### config.mk
export PLATFORM = sky130hd
export DESIGN_NAME = angle_range_reducer
export DESIGN_NICKNAME = d
export VERILOG_FILES = /design/src/rtl/angle_range_reducer.sv
export SDC_FILE = /design/constraint.sdc
export NUM_CORES = 1
export LEC_CHECK = 0
export BUFFER_PORTS_ARGS = -buffer_cell sky130_fd_sc_hd__buf_2
export CAP_MARGIN = 20
export CORE_MARGIN = 3
export CORE_UTILIZATION = 58
export CTS_CLUSTER_SIZE = 16
export DETAILED_ROUTE_END_ITERATION = 6
export PLACE_DENSITY_LB_ADDON = 0.1
export REMOVE_ABC_BUFFERS = 1
export SLEW_MARGIN = 20
export SYNTH_ARGS = -nofsm -noshare
export SYNTH_HDL_FRONTEND = slang
export SYNTH_SLANG_ARGS = --single-unit
### constraint.sdc
create_clock -name clk -period 2.77 [get_ports clk]
set_clock_uncertainty 0.15 [all_clocks]
set_input_delay 0.4155 -clock clk [delete_from_list [all_inputs] [get_ports clk]]
set_output_delay 0.4155 -clock clk [all_outputs]
set_load 0.005 [all_outputs]
### src/rtl/angle_range_reducer.sv
// Folds a signed Q4.12 angle into a first-quadrant Q1.15 operand plus quadrant and cosine sign for the Taylor stage.
// Latency k+3 cycles from accept (k = pi/2 subtractions); one op in flight, result held until out_ready; ANGLE_RED_COUNT_EN adds op_count.
module angle_range_reducer #(
  parameter int unsigned HALF_PI_Q15 = 51472,
  parameter int unsigned MAX_ITER    = 6
) (
  input  logic        clk,
  input  logic        rst_n,
  input  logic        in_valid,
  output logic        in_ready,
  input  logic [15:0] in_angle,
  output logic        out_valid,
  input  logic        out_ready,
  output logic [15:0] out_angle,
  output logic [1:0]  out_quad,
  output logic        out_neg
`ifdef ANGLE_RED_COUNT_EN
  ,
  output logic [15:0] op_count
`endif
);

  localparam int IW = $clog2(MAX_ITER + 1);
  localparam logic [19:0]   HALF_PI_ACC = 20'(HALF_PI_Q15);
  localparam logic [15:0]   HALF_PI_OUT = 16'(HALF_PI_Q15);
  localparam logic [IW-1:0] ITER_CAP    = IW'(MAX_ITER);

  typedef enum logic [2:0] {
    IDLE   = 3'd0,
    ABS    = 3'd1,
    REDUCE = 3'd2,
    FOLD   = 3'd3,
    DONE   = 3'd4
  } state_t;

  state_t          state, state_nxt;
  logic [15:0]     ang_q;
  logic [19:0]     acc;
  logic [IW-1:0]   iter;
  logic [2:0]      quad;
  logic [16:0]     mag;
  logic            sub_ok;

  // Two's-complement magnitude in 17 bits so -32768 maps to +32768 without overflow.
  assign mag    = ang_q[15] ? (17'd0 - {1'b1, ang_q}) : {1'b0, ang_q};
  assign sub_ok = (acc >= HALF_PI_ACC) && (iter < ITER_CAP);

  assign in_ready = (state == IDLE) && rst_n;

  always_ff @(posedge clk) begin
    if (!rst_n) state <= IDLE;
    else        state <= state_nxt;
  end

  always_comb begin
    state_nxt = state;
    case (state)
      IDLE:    if (in_valid && in_ready) state_nxt = ABS;
      ABS:     state_nxt = REDUCE;
      REDUCE:  if (!sub_ok) state_nxt = FOLD;
      FOLD:    state_nxt = DONE;
      DONE:    if (out_ready) state_nxt = IDLE;
      default: state_nxt = IDLE;
    endcase
  end

  always_ff @(posedge clk) begin
    if (!rst_n) begin
      ang_q     <= '0;
      acc       <= '0;
      iter      <= '0;
      quad      <= '0;
      out_valid <= 1'b0;
      out_angle <= '0;
      out_quad  <= '0;
      out_neg   <= 1'b0;
    end else begin
      case (state)
        IDLE: begin
          if (in_valid && in_ready) ang_q <= in_angle;
        end
        ABS: begin
          acc  <= {mag, 3'b000};
          iter <= '0;
          quad <= '0;
        end
        REDUCE: begin
          if (sub_ok) begin
            acc  <= acc - HALF_PI_ACC;
            quad <= quad + 3'd1;
            iter <= iter + IW'(1);
          end
        end
        FOLD: begin
          // Odd quadrants mirror the remainder about pi/2 so downstream only sees [0, pi/2].
          out_angle <= quad[0] ? (HALF_PI_OUT - acc[15:0]) : acc[15:0];
          out_quad  <= quad[1:0];
          out_neg   <= quad[0] ^ quad[1];
          out_valid <= 1'b1;
        end
        DONE: begin
          if (out_ready) out_valid <= 1'b0;
        end
        default: ;
      endcase
    end
  end

`ifdef ANGLE_RED_COUNT_EN
  always_ff @(posedge clk) begin
    if (!rst_n)
      op_count <= '0;
    else if (out_valid && out_ready && (op_count != 16'hFFFF))
      op_count <= op_count + 16'd1;
  end
`endif

endmodule

==> metrics.txt, run 1 <==
status=completed; Mapped Cells=between 400 and 500; Final ANT Viol Nets=0; Die Y=between 80 and 90 µm; Max Cap Viol=0; hold-critical path depth=3; largest family of logic cells by synthesized area=compound AO/OA/AOI/OAI gates; core footprint=between 5000 and 6000 µm²; CP Launch Type=flip-flop; EDFF count, synth=0; Fill cells=approximately 490; Most used DFF post-synth=dfxtp_1; Setup WS pre-CTS=153 ps; final worst-path setup slack=approximately 140 ps; worst relative slew slack=about half; DPL Wire Length=about 5700 µm; htree depth=3; Clock Path Buffers=2; adder-cell area share of the yosys netlist=around 2.6%; Seq/Total Area, Yosys=about a third; post-synthesis mux area share=less than 1%; CP max-delay cell=or3b_1; Reg-to-Reg End=acc[15]; first-pass GRT wire length=between 10000 and 15000 µm; clock-pin slew on the worst setup and hold paths=approximately 70 ps; CTS Root Cell=clkbuf_8; VDD IR max=~0.38 mV; Placed Cells incl. Taps=517; Starting Density=around three fifths; crit path kind=flip-flop to flip-flop; CP top delay family=compound AO/OA/AOI/OAI gates; Avg Cell Area, Syn=7.96 µm²; die area=6820 µm²; Yosys top cell area share=34.7%; Pwr Density=between 500 and 600 nW/µm²; initial antenna violation count=0; yosys warns=0; synth-to-layout area growth=14.1%; post-DR wirelength/cell=15.4 µm; Required @ worst endpoint=~2900 ps; global route overflow=0; latest clock arrival within the worst-skew pair=~350 ps; post-synth cell types=63; CP cell instances=inv_1 > ha_1 > or3b_1 > o41ai_4 > a31oi_4 > buf_4 > o21ai_0 > o32ai_1; GPL Wtd Cong=roughly 0.84; critical path arrival=roughly 2700 ps; fin. max-slew vios=0; min cycle time layout=2630 ps; Final #Nets=486; site row count=27; synthesized area=3400 µm²; CTS Hold Buffers Added=0; Post-Synth Simple-Gate Area=21.3%; worst min path class=primary input to flip-flop; DRT Wirelength=between 8000 and 9000 µm; gr usage total=26.5%; R2R setup slack=around 140 ps; First-pass DRT Iterations=5; routed vias/inst=around 6.1; largest net degree at the start of global routing=35; Final Non-Filler Cells=roughly 540; crit-path max FO=10; Synth area leaders=dfxtp_1 (35%), nand2_1 (6.5%), xnor2_1 (4.1%), nor2_1 (3.8%), a21oi_1 (3.7%); routed via count=~3300; slowest stage delay, CP=420 ps; XOR/XNOR share of the synthesized area=around 5.4%; antenna cells=0; die width=~83 µm; post-synthesis compound-gate area fraction=roughly 28%; # DRC=0; Synth async-reset ratio=0%; Worst Path Buf+Inv=2; First DRT Iteration DRCs=246; Lkg Pwr=roughly 1.5 nW; Top Ports=41; number of synthesized register bits=59; measured slew at the worst slew-check pin=between 700 and 800 ps; length in cells of the worst reg-to-reg path=8; clock sink count=slightly below 60; start of the worst register-to-register path=acc[5]; fin crit share=a little over nine tenths; vias in the first global route=just under 3000; Worst Hold End=ang_q[9]; layout cells sized above 1=a little under a fifth; maximum clock frequency=roughly 380 MHz; Crit. End Element=flip-flop; Final setup viols=0; CTS tree=built; leading area contributor after synthesis=dfxtp_1; endpoints failing hold=0; CTS buffer count=9; Port Buffers=39; hold path startpoint=in_angle[9]; setup tns final=0 ps
-- cells in the mapped netlist, types with 8 or more instances --
cell and number:
nor2_1 34, nand3_1 18, o21ai_0 14, nand2_1 59, a211oi_1 10, nor3_1 8, dfxtp_1 59, a21oi_1 25
clkbuf_1 29, xnor2_1 16, o31ai_1 11, inv_1 11
-- power breakdown --
part	total (W)	internal, W	switching, W
registers	0.000981	0.000906	0.0000743
clock network	0.000783	0.000435	0.000348
logic	0.000552	0.000226	0.000326
-- cell families after synthesis --
logic type | Yosys count
muxes | 2
adders and majority gates | 7
DFF | 59
AOI/OAI and AO/OA | 129
and+or+nand+nor | 154
buffers and inverters | 54
other | 1
xor gates and xnor gates | 21
-- sequential cells by signal, indices dropped and copies added (netlist names) --
signal and flops:
state 3, acc 17, quad 2, ang_q 16
out_valid 1, iter 3, out_neg 1, out_angle 14
out_quad 2
-- timing repair --
action | in CTS | in global routing
endpoints found under the setup margin | 0 | 11
resized for setup | 0 | 3
setup buffers | 0 | 3
-- worst min-delay path, cell delays in order --
cell	delay, ps
buf_2	80
nand2_1	40
nand2_1	40
-- cells in the final DEF, fill, tap and decap left out, types with 5 or more instances in the layout --
master and n:
a22oi_1 5, buf_4 22, nor4_1 5, xor2_1 5, nor3_1 8, inv_1 11, a211oi_1 10, o22ai_1 7
a32o_1 6, a21oi_1 25, xnor2_1 16, o31ai_1 11, o32ai_1 7, o41ai_1 5, o21ai_0 14, buf_2 39
nand2_1 59, nand3_1 18, nor2_1 32, ha_1 7, or3_1 6, dfxtp_1 59, a311oi_1 5, clkbuf_8 10
o211ai_1 7
-- area by class of cell --
type,count,area [µm²],share of cell area (%)
Multi-Input combinational cell,314,2000,51.6
Sequential cell,59,1180,30.5
Timing Repair Buffer,61,360,9.29
Clock buffer,11,141,3.65
Tap cell,72,90.1,2.32
Clock inverter,5,52.6,1.36
Inverter,14,52.6,1.36
-- metrics by stage --
stage	hold slack, ps	utilization, %	area (µm²)	power, W
floorplan	303	-	3220	0.00135
global placement	292	65.5	3650	0.00152
detailed placement	293	65.5	3650	0.00154
CTS	95.5	68.9	3840	0.00231
global route	103	69.6	3880	0.00244
finish	99.2	69.6	3880	0.00232
-- worst max-delay path by stage --
| stage | startpoint | end | cells past startpoint |
|---|---|---|---|
| after floorplan | state[1] | acc[12] | 5 |
| after global placement | acc[5] | acc[15] | 8 |
| after detailed placement | acc[5] | iter[2] | 7 |
| after CTS | acc[5] | iter[2] | 7 |
| after global routing | acc[5] | iter[2] | 7 |
| final | acc[5] | acc[15] | 8 |
-- routing by layer --
| layer | track usage, % | part of all wire, % | vias to the layer above | wire (µm) |
|---|---|---|---|---|
| met1 | 34.5 | 45 | 1496 | 3740 |
| met3 | 4.56 | 6.4 | 18 | 530 |
| met4 | 10.3 | 1.8 | 0 | 148 |
| li1 | - | - | 1634 | - |
| met2 | 43.6 | 46 | 128 | 3840 |
| met5 | 0 | 0 | - | 0 |
No activity file was read; power rests on OpenSTA's default activity.
==> inputs of run 2 (changes only) <==
--- a/config.mk
+++ b/config.mk
@@ -12,6 +12,7 @@
 export CTS_CLUSTER_SIZE = 16
 export DETAILED_ROUTE_END_ITERATION = 6
 export PLACE_DENSITY_LB_ADDON = 0.1
+export RECOVER_POWER = 25
 export REMOVE_ABC_BUFFERS = 1
 export SLEW_MARGIN = 20
 export SYNTH_ARGS = -nofsm -noshare
==> constraint.sdc (replaced) <==
create_clock -name clk -period 2.77 [get_ports clk]
set_clock_uncertainty 0.15 [all_clocks]
set_input_delay 0.4155 -clock clk [delete_from_list [all_inputs] [get_ports clk]]
set_output_delay 0.4155 -clock clk [all_outputs]
set_load 0.02 [all_outputs]
==> metrics.txt, run 2 (synthesis gave the netlist of run 1 again) <==
status=completed; CP Launch Type=flip-flop; CTS Hold Buffers Added=0 (unchanged); First-pass DRT Iterations=4 (-1); highest-count cells in the layout ignoring fill and taps=nand2_1 (59), dfxtp_1 (59), nor2_1 (32); global route overflow=0 (unchanged); htree depth=3 (unchanged); final worst-path setup slack=143 ps (+2.44 ps); DRT Wirelength=8300 µm (+0.38%); Starting Density=61.0% (unchanged); die width=82.6 µm (unchanged); Pwr Density=604 nW/µm² (+1.1%); CTS buffer count=9 (unchanged); CTS tree=built; Max Cap Viol=0 (unchanged); Final ANT Viol Nets=0 (unchanged); endpoints failing hold=0 (unchanged); DPL Wire Length=5740 µm (unchanged); vias in the first global route=2957 (unchanged); clock-pin slew on the worst setup and hold paths=70 ps (about the same); Top Ports=41 (unchanged); fin crit share=94.8% (about the same); die area=6820 µm² (unchanged); synth-to-layout area growth=13.4%; antenna cells=0 (unchanged); Clock Path Buffers=2 (unchanged); routed vias/inst=6.14 (+0.40%); routed via count=3289 (+0.40%); largest net degree at the start of global routing=35 (unchanged); Crit. End Element=flip-flop; overall power=0.00233 W (+0.56%); post-DR wirelength/cell=15.5 µm (+0.38%); top flop regs=acc: 17 flops, ang_q: 16 flops, out_angle: 14 flops; fin. max-slew vios=0 (unchanged); clock sink count=59 (unchanged); max reg flops=17 (unchanged); VDD IR max=0.386 mV (+0.29%); Required @ worst endpoint=2850 ps (about the same); core footprint=5570 µm² (unchanged); first-pass GRT wire length=14100 µm (unchanged); min cycle time layout=2630 ps (-2.44 ps); First DRT Iteration DRCs=224 (-8.9%); Lkg Pwr=1.44 nW (-4.8%); gr usage total=26.5% (unchanged); layout cells sized above 1=15.1% (-3.9 points); CTS Root Cell=clkbuf_8; maximum clock frequency=381 MHz (about the same); Die Y=82.6 µm (unchanged); Top reg by flops=acc; Port Buffers=39 (unchanged); site row count=27 (unchanged); start of the worst register-to-register path=acc[5]; crit path kind=flip-flop to flip-flop; CP Launch Point=acc[5]; worst relative slew slack=52.8% (+2.0 points); Setup WS pre-CTS=153 ps (unchanged); critical path arrival=2700 ps (about the same); GPL Wtd Cong=0.838 (unchanged); # DRC=0 (unchanged); Final setup viols=0 (unchanged); hold path startpoint=in_angle[9]; Final #Nets=486 (unchanged); worst min path class=primary input to flip-flop; initial antenna violation count=0 (unchanged); crit-path max FO=10 (unchanged); measured slew at the worst slew-check pin=699 ps (-30.0 ps); latest clock arrival within the worst-skew pair=350 ps (about the same)
run 2: final timing paths:
kind	to	slack, ps	cells past startpoint
worst min register to register	out_quad[0]	300	2
worst max-delay path	acc[15]	140	8
worst max register to register	acc[15]	140	8
worst min-delay path	ang_q[9]	100	3
run 2: power breakdown:
group / internal (W) / switching, W / total, W
combinational: 0.000224 / 0.000341 / 0.000565
clock: 0.000435 / 0.000348 / 0.000783
sequential: 0.000906 / 0.0000746 / 0.000981
run 2: through the flow:
stage / cell area, µm² / utilization (%) / hold WS [ps] / instances / TNS, ps
global route: 3860 / 69.2 / 103 / 536 / -78.3
detailed placement: 3650 / 65.5 / 293 / 517 / 0
CTS: 3840 / 68.9 / 95.5 / 533 / 0
global placement: 3650 / 65.5 / 292 / 517 / 0
finish: 3860 / 69.2 / 99.0 / 536 / 0
floorplan: 3220 / - / 303 / 387 / 0
run 2: routing by layer:
metal  track usage (%)  wire, µm  up-vias
li1                  -         -     1636
met1              34.5      3720     1503
met2              43.6      3890      137
met3              4.56       544       13
met4              10.3       138        0
met5                 0         0        -
run 2: final cells by class:
| type | count | area, µm² |
|---|---|---|
| well taps | 72 | 90.1 |
| flip-flops and latches | 59 | 1180 |
| inverters | 14 | 52.6 |
| repair buffers | 61 | 339 |
| fillers | 500 | 1720 |
| clock buffers | 11 | 141 |
| multi-input cells | 314 | 2000 |
| clock inverters | 5 | 52.6 |
run 2: timing repair:
item | CTS | global route
gates resized for setup | 0 | 3
setup endpoints to repair | 0 | 11
setup buffers | 0 | 3
run 2: worst max-delay path: stages (launching register included):
cell	delay, ps
dfxtp_1	380
inv_1	160
ha_1	230
or3b_1	420
o41ai_4	390
a31oi_4	230
buf_4	210
o21ai_0	220
o32ai_1	130
==> inputs of run 3 (changes only) <==
--- a/config.mk
+++ b/config.mk
@@ -5,6 +5,7 @@
 export SDC_FILE = /design/constraint.sdc
 export NUM_CORES = 1
 export LEC_CHECK = 0
+export ABC_AREA = 1
 export BUFFER_PORTS_ARGS = -buffer_cell sky130_fd_sc_hd__buf_2
 export CAP_MARGIN = 20
 export CORE_MARGIN = 3
==> metrics.txt, run 3 <==
Top reg by flops=acc; DRT Wirelength=8900 µm (+7.2%); measured slew at the worst slew-check pin=1090 ps (+391 ps); CTS buffer count=9 (unchanged); Avg Cell Area, Syn=6.48 µm² (-19%); number of synthesized register bits=59 (unchanged); routed via count=3576 (+8.7%); Synth area leaders=dfxtp_1 (34%), nand2_1 (11%), nor2_1 (9.9%), nand3_1 (7.3%), o21ai_0 (5.0%); Lkg Pwr=1.73 nW (+21%); synthesized area=3500 µm² (+2.9%); die area=7000 µm² (+2.7%); Pwr Density=1030 nW/µm² (+70%); yosys warns=0 (unchanged); Final setup viols=0 (unchanged); Yosys top cell area share=33.8% (-0.99 points); layout cells sized above 1=12.1% (-3.0 points); clock-pin slew on the worst setup and hold paths=70 ps (about the same); endpoints failing hold=0 (unchanged); CP Launch Type=flip-flop; Fill cells=563 (+13%); EDFF count, synth=0 (unchanged); post-route cell area=3920 µm² (+1.7%); cts repair resizes=0 (unchanged); initial antenna violation count=0 (unchanged); critical path arrival=2330 ps (-370 ps); crit path kind=flip-flop to flip-flop; DPL Wire Length=6590 µm (+15%); CTS Hold Buffers Added=0 (unchanged); VDD IR max=0.901 mV (+130%); Top Ports=41 (unchanged); leading area contributor after synthesis=dfxtp_1; top-count cell post-synth=nand2_1; Setup WS pre-CTS=621 ps (+468 ps); routed vias/inst=5.51 (-10%); top flop regs=acc: 17 flops, ang_q: 16 flops, out_angle: 14 flops; vias in the first global route=3235 (+9.4%); GPL Wtd Cong=0.952 (+14%); Max Cap Viol=0 (unchanged); Starting Density=61.7% (+0.67 points); min cycle time layout=2240 ps (-382 ps); Mapped Cells=540 (+26%); die width=83.7 µm (+1.4%); highest-count cells in the layout ignoring fill and taps=nand2_1 (105), nor2_1 (92), dfxtp_1 (59); Final ANT Viol Nets=0 (unchanged); Port Buffers=39 (unchanged); status=completed; Seq/Total Area, Yosys=33.8% (-0.99 points); placed cell area=3720 µm² (+1.9%); latest clock arrival within the worst-skew pair=350 ps (about the same); maximum clock frequency=446 MHz (+17%); sequential cell area=1180 µm² (unchanged); htree depth=3 (unchanged); # DRC=0 (unchanged); First DRT Iteration DRCs=240 (+7.1%); fin crit share=81.0% (-14 points); crit-path max FO=31 (+21); Synth async-reset ratio=0% (unchanged); synth-to-layout area growth=12.1%; site row count=27 (unchanged); Post-CTS Setup Repair Bufs=0 (unchanged); post-synth cell types=38 (-40%); commonest non-fill, non-tap cell in the layout=nand2_1; antenna cells=0 (unchanged); max reg flops=17 (unchanged); global route overflow=0 (unchanged); most frequent cells after synthesis=nand2_1 (105), nor2_1 (92), dfxtp_1 (59), nand3_1 (51), inv_1 (46); RSZ-0062 raised after global routing=no; Final Core Density=69.1% (about the same); Die Y=83.7 µm (+1.4%); final worst-path setup slack=526 ps (+382 ps); worst min path class=primary input to flip-flop; Final #Nets=599 (+23%); worst relative slew slack=27.3% (-25 points); CTS Root Cell=clkbuf_8; Multi-input gate area=1990 µm² (-0.25%); First-pass DRT Iterations=5 (+1); Required @ worst endpoint=2860 ps (about the same); first-pass GRT wire length=15000 µm (+6.7%); Crit. End Element=flip-flop; core footprint=5680 µm² (+1.8%); Clock Path Buffers=2 (unchanged); largest net degree at the start of global routing=34 (-2.9%); fin. max-slew vios=0 (unchanged); Most used DFF post-synth=dfxtp_1; setup tns final=0 ps (unchanged); clock sink count=59 (unchanged); CTS tree=built; gr usage total=26.1% (-0.45 points); post-DR wirelength/cell=13.7 µm (-11%)
-- run 3: worst paths after layout --
kind	from	slack, ps	endpoint	depth (start not counted)
setup reg to reg	state[0]	530	out_angle[13]	6
hold reg to reg	out_angle[2]	290	out_angle[2]	2
hold / removal	in_angle[6]	110	ang_q[6]	3
setup / recovery	state[0]	530	out_angle[13]	6
-- run 3: metal layers --
layer / global-route usage [%] / routed length (µm) / vias to the layer above
met5: 0 / 0 / -
met4: 7.60 / 134 / 0
met3: 6.61 / 605 / 13
li1: - / - / 1834
met2: 43.0 / 4110 / 121
met1: 33.6 / 4040 / 1608
-- run 3: metrics by stage --
stage          hold WS [ps]  power [W]  instances
2_1_floorplan           293    0.00264        515
3_3_place_gp            279    0.00308        633
3_5_place_dp            284    0.00312        633
4_1_cts                 107    0.00404        649
5_1_grt                 111    0.00437        649
6_report                113    0.00403        649
-- run 3: critical path, cell delays in order (launching register included) --
cell	delay (ps)
dfxtp_1	390
inv_1	90
nor3_2	170
clkbuf_1	830
inv_1	230
o21ai_0	220
inv_1	60
-- run 3: cells by family after synthesis --
group	Yosys count	share of synthesized area, %
AOI/OAI and AO/OA	109	17.2
xor gates and xnor gates	9	2.25
adders and majority gates	7	2.50
buffers and inverters	79	9.58
DFF	59	33.8
muxes	1	0.286
other	1	0.107
and+or+nand+nor	275	34.3
-- run 3: area by class of cell --
type                    count  area share (%)
clock buffers              12            3.96
repair buffers             46            5.71
multi-input cells         402            50.8
inverters                  54            5.23
well taps                  72            2.30
clock inverters             4            1.85
flip-flops and latches     59            30.1
-- run 3: report_power, final --
| group | internal (W) | switching [W] | leakage [nW] |
|---|---|---|---|
| combinational | 0.000613 | 0.00123 | 1.14 |
| sequential | 0.00105 | 0.000226 | 0.482 |
| clock | 0.000555 | 0.000352 | 0.113 |
